File: src/rtl/mul_div_iter.sv
// mul_div_iter: iterative radix-2 restoring divider for DIV/DIVU.
// Quotient goes to LO, remainder to HI. One quotient bit per BUSY cycle,
// followed by one sign-fixup cycle, so the result appears WIDTH+1 cycles
// after accept.
// Optional build macro: DIV_EARLY_EXIT_EN -- when |x| < |y| (and y != 0)
// the iteration is skipped and the result (quotient 0, remainder x) is
// presented one cycle after accept.
module mul_div_iter #(
  parameter int WIDTH = 32,
  parameter int CNT_W = 6
) (
  input  logic             clk,
  input  logic             rst,
  input  logic             div_valid,
  output logic             div_ready,
  input  logic             div_signed,
  input  logic [WIDTH-1:0] x,
  input  logic [WIDTH-1:0] y,
  input  logic             cancel,
  output logic             out_valid,
  input  logic             out_ready,
  output logic [WIDTH-1:0] quotient,
  output logic [WIDTH-1:0] remainder,
  output logic             busy
);

  typedef enum logic [1:0] {
    S_IDLE = 2'd0,
    S_BUSY = 2'd1,
    S_DONE = 2'd2
  } state_t;

  state_t state, state_nxt;

  logic [CNT_W-1:0] cnt;
  logic             sign_q;
  logic             sign_r;
  logic             y_zero;
  logic [WIDTH-1:0] mag_y;
  logic [WIDTH-1:0] x_orig;
  // Dividend magnitude shifts out of the top while quotient bits shift in.
  logic [WIDTH-1:0] quo_sh;
  // Partial remainder; stays below |y| between steps.
  logic [WIDTH:0]   rem_part;
`ifdef DIV_EARLY_EXIT_EN
  logic             early;
`endif

  logic             accept;
  logic             fixup;
  logic [WIDTH-1:0] x_mag;
  logic [WIDTH-1:0] y_mag;
  logic [WIDTH+1:0] trial;
  logic             trial_ok;
  logic [WIDTH:0]   rem_next;
  logic [WIDTH-1:0] q_mag;
  logic [WIDTH-1:0] r_mag;
  logic [WIDTH-1:0] q_fin;
  logic [WIDTH-1:0] r_fin;

  // Operand magnitudes, accept strobe and the final-cycle strobe.
  always_comb begin
    x_mag  = (div_signed && x[WIDTH-1]) ? -x : x;
    y_mag  = (div_signed && y[WIDTH-1]) ? -y : y;
    accept = (state == S_IDLE) && div_valid && !cancel;
    fixup  = (state == S_BUSY) && (cnt == CNT_W'(WIDTH));
`ifdef DIV_EARLY_EXIT_EN
    if ((state == S_BUSY) && early) fixup = 1'b1;
`endif
  end

  // One restoring step: shift in the next dividend bit, trial-subtract |y|.
  always_comb begin
    trial    = {rem_part, quo_sh[WIDTH-1]} - {2'b00, mag_y};
    trial_ok = !trial[WIDTH+1];
    rem_next = trial_ok ? trial[WIDTH:0] : {rem_part[WIDTH-1:0], quo_sh[WIDTH-1]};
  end

  // Sign correction and divide-by-zero override of the finished magnitudes.
  always_comb begin
    q_mag = quo_sh;
    r_mag = rem_part[WIDTH-1:0];
`ifdef DIV_EARLY_EXIT_EN
    if (early) begin
      q_mag = '0;
      r_mag = quo_sh;
    end
`endif
    if (y_zero) begin
      q_fin = '1;
      r_fin = x_orig;
    end else begin
      q_fin = sign_q ? -q_mag : q_mag;
      r_fin = sign_r ? -r_mag : r_mag;
    end
  end

  // State register.
  always_ff @(posedge clk) begin
    // NOTE: sequential state uses non-blocking assignments so every flop
    // samples pre-edge values regardless of statement order.
    if (rst) state <= S_IDLE;
    else     state <= state_nxt;
  end

  // Next-state logic; cancel overrides every other transition.
  always_comb begin
    // NOTE: default first so no path through the case leaves state_nxt
    // unassigned, which would infer a latch.
    state_nxt = state;
    case (state)
      S_IDLE:  if (div_valid) state_nxt = S_BUSY;
      S_BUSY:  if (fixup)     state_nxt = S_DONE;
      S_DONE:  if (out_ready) state_nxt = S_IDLE;
      default:                state_nxt = S_IDLE;
    endcase
    if (cancel) state_nxt = S_IDLE;
  end

  // Handshake outputs decoded from the state.
  always_comb begin
    div_ready = (state == S_IDLE);
    out_valid = (state == S_DONE);
    busy      = (state != S_IDLE);
  end

  // Datapath: operand capture, iteration, and result registration.
  always_ff @(posedge clk) begin
    if (rst) begin
      cnt       <= '0;
      sign_q    <= 1'b0;
      sign_r    <= 1'b0;
      y_zero    <= 1'b0;
      mag_y     <= '0;
      x_orig    <= '0;
      quo_sh    <= '0;
      rem_part  <= '0;
      quotient  <= '0;
      remainder <= '0;
`ifdef DIV_EARLY_EXIT_EN
      early     <= 1'b0;
`endif
    end else if (accept) begin
      cnt      <= '0;
      sign_q   <= div_signed & (x[WIDTH-1] ^ y[WIDTH-1]);
      sign_r   <= div_signed & x[WIDTH-1];
      y_zero   <= (y == '0);
      mag_y    <= y_mag;
      x_orig   <= x;
      quo_sh   <= x_mag;
      rem_part <= '0;
`ifdef DIV_EARLY_EXIT_EN
      early    <= (y != '0) && (x_mag < y_mag);
`endif
    end else if (state == S_BUSY) begin
      cnt <= cnt + 1'b1;
      if (fixup) begin
        if (!cancel) begin
          quotient  <= q_fin;
          remainder <= r_fin;
        end
      end else begin
        rem_part <= rem_next;
        quo_sh   <= {quo_sh[WIDTH-2:0], trial_ok};
      end
    end
  end

endmodule

File: config.mk
export PLATFORM = sky130hd
export DESIGN_NAME = mul_div_iter
export DESIGN_NICKNAME = d
export VERILOG_FILES = /design/src/rtl/mul_div_iter.sv
export SDC_FILE = /design/constraint.sdc
export NUM_CORES = 1
export LEC_CHECK = 0
export ABC_AREA = 1
export CAP_MARGIN = 20
export CORE_ASPECT_RATIO = 1.75
export CORE_MARGIN = 3
export CORE_UTILIZATION = 45
export CTS_BUF_LIST = sky130_fd_sc_hd__clkbuf_8 sky130_fd_sc_hd__clkbuf_16
export DETAILED_ROUTE_END_ITERATION = 10
export HOLD_SLACK_MARGIN = 0.05
export PLACE_DENSITY = 0.65
export SKIP_CTS_REPAIR_TIMING = 1
export SLEW_MARGIN = 20
export SYNTH_ARGS = -nofsm -noshare
export SYNTH_HDL_FRONTEND = slang
export SYNTH_SLANG_ARGS = --single-unit
File: constraint.sdc
create_clock -name clk -period 4.7 [get_ports clk]
set_input_delay 0.705 -clock clk [delete_from_list [all_inputs] [get_ports clk]]
set_output_delay 0.705 -clock clk [all_outputs]
set_load 0.005 [all_outputs]
==> flow_summary.ini <==
[place]
globalplace.congestion = 1.00
dp_worst_setup_slack_ns = 1.41
io_buffers = 136
dpl.hpwl_mm = 38.1

[global_routing]
gr-total-overflow = 0
antenna_found_initial = 0
grt_pass1_vias = 14770
grt_pass1_wl_mm = 77.6
grt.total_usage_pct = 28.5
grt_max_degree = 70

[synth]
syn-num-nets = 2404
ys.flop_type = dfxtp_1
avgSynthCellArea_sq_um = 6.16
synth-edff-count = 0
ys_warn_count = 0
syn-cell-area_sq_um = 14100
syn_inst = 2295
yosysSeqAreaShare_pct = 28.9
async_reset_ff_share_pct = 0
ys_ff_latch = 204
ys_types = 50

[die]
io_pins = 137
coreArea_sq_um = 30800
die_h_microns = 240
die_width_microns = 140
initial_core_util_pct = 45.8
row_count = 85
dieArea_sq_um = 33700

[route]
drc = 0
first_pass_iters = 6
drtIter0Drc = 967
num_vias = 15346
viasPerCell = 5.51
ant_nets = 0
wl_mm = 50.1
wl_per_cell_microns = 18.0

[critical_path]
r2r-start = q_mag[31]
worstSetupPathType = reg -> reg
worstPathRequired_ns = 5.16
cp-start-kind = register
crit_fanout = 4
critPathLaunch = q_mag[31]
crit_path_end_kind = register
arrival_ns = 3.46

[power_and_ir_drop]
power_frac_clock_pct = 41.1
power_density_nw_per_um2 = 303
power.leakage_nw = 7.86
intPower_mw = 3.41
ir_drop_mv = 0.254
swShare_pct = 32.0
power.switching_mw = 1.60
power.share.sequential_pct = 37.4
comb_power_share_pct = 21.5

[layout]
final_common_cell = nand2_1
final_cell_mix = nand2_1, inv_1, dfxtp_1
layout-drive-gt1-share_pct = 5.22
area_growth_pct = 17.2
nNetsFinal = 2487
num_antenna_cells = 0

[timing]
finalHoldViolCount = 0
tns_ns = 0
relSlewSlack_pct = 41.8
tightestPinTransition_ns = 0.872
min_period_over_period_pct = 63.8
period_minus_slack_ns = 3.00
setup_ws_ns = 1.70
rsz0062_at_grt = no
clock_skew_ns = 0.0148
slew_violations = 0
fmax_mhz = 333
setup_viol = 0

[run]
cap_violations = 0

[clocking]
cts.sink_count = 204
clk_pin_slew_ns = 0.07
numCtsBuffers = 22
cts_tree = yes
cts-htree-levels = 1
clk_latency_ns = 0.53
cts_buffer_depth = 3
clockRootBuffer = clkbuf_16

[worst_hold_path]
hp-class = reg -> reg
worstHoldStart = x_orig[11]

[status]
outcome = finished, final reports clean
path summary, 6_finish.rpt:
path / end / slack, ns / cells after the start
max: rem_part[28] / 1.70 / 18
min reg2reg: x_orig[11] / 0.46 / 2
min: x_orig[11] / 0.46 / 2
max reg2reg: rem_part[28] / 1.70 / 18
cell type report:
type	instances	area, sq um
Inverter	375	1410
Sequential cell	204	4080
Tap cell	391	489
Clock inverter	16	249
Clock buffer	24	589
Timing Repair Buffer	156	1510
Fill cell	3179	14300
Multi-Input combinational cell	1619	8250
cells by family (layout without fill, tap and decap cells):
group / after synthesis / in the layout / share of synthesized area [%]
XOR/XNOR: 53 / 53 / 3.28
flip-flops: 204 / 204 / 28.9
AND/OR/NAND/NOR: 1050 / 1050 / 32.4
buffers and inverters: 472 / 571 / 12.9
adder cells (fa/ha/maj): 39 / 39 / 3.51
AO/OA/AOI/OAI: 477 / 477 / 19.0
cell usage after synthesis (all sizes together) (29+ instances only):
| library cell | number | area (sq um) |
|---|---|---|
| nand2 | 556 | 2140 |
| inv | 374 | 1400 |
| nand3 | 212 | 1120 |
| dfxtp | 204 | 4080 |
| a21oi | 194 | 971 |
| nor2 | 191 | 747 |
| o21ai | 164 | 825 |
| clkbuf | 67 | 251 |
| xor2 | 44 | 385 |
| ha | 38 | 475 |
| buf | 30 | 159 |
| nor3 | 30 | 186 |
| nand4 | 29 | 181 |
through the flow:
step                utilization, %  instance area (sq um)  cells  hold WS [ns]  total power [mW]
floorplan                        -                  14100   2295         0.427              2.60
global placement              51.0                  15700   2745         0.440              2.97
detailed placement            51.0                  15700   2745         0.447              2.97
CTS                           53.7                  16600   2785         0.460              5.03
global route                  53.7                  16600   2785         0.485              5.22
finish                        53.7                  16600   2785         0.461              5.02
critical path: stages (launching register included):
cell	delay, ns
dfxtp_1	0.49
inv_1	0.22
ha_1	0.26
fa_1	0.42
inv_1	0.13
nand3_1	0.08
nand2_1	0.18
nand2_1	0.08
nand2_1	0.17
nand2_1	0.07
nand2_1	0.12
nand2_1	0.17
nand2_1	0.11
nand2_1	0.06
nand2_1	0.05
inv_1	0.04
nand2_1	0.06
nand3_1	0.07
a21oi_1	0.13
power groups by stage:
stage / Clock (mW) / Combinational (mW) / Sequential (mW)
3_3_place_gp: 0 / 1.05 / 1.91
4_1_cts: 2.09 / 1.07 / 1.87
3_5_place_dp: 0 / 1.06 / 1.91
5_1_grt: 2.14 / 1.19 / 1.88
6_report: 2.06 / 1.08 / 1.88
2_1_floorplan: 0 / 0.713 / 1.89
flip-flops by register name, indices dropped and copies added (netlist names):
| name | flops |
|---|---|
| rem_part | 33 |
| mag_y | 32 |
| q_mag | 32 |
| quotient | 32 |
| remainder | 32 |
| x_orig | 32 |
| cnt | 6 |
| state | 2 |
| sign_q | 1 |
| sign_r | 1 |
| y_zero | 1 |
routing by layer:
metal | vias up | track usage, % | part of all wire [%]
met5 | - | 0 | 0
met4 | 0 | 15.6 | 5.8
met3 | 150 | 3.10 | 5.0
met2 | 532 | 53.4 | 52
met1 | 7047 | 31.1 | 38
li1 | 7617 | - | -
Power figures use the tool's default switching activity.
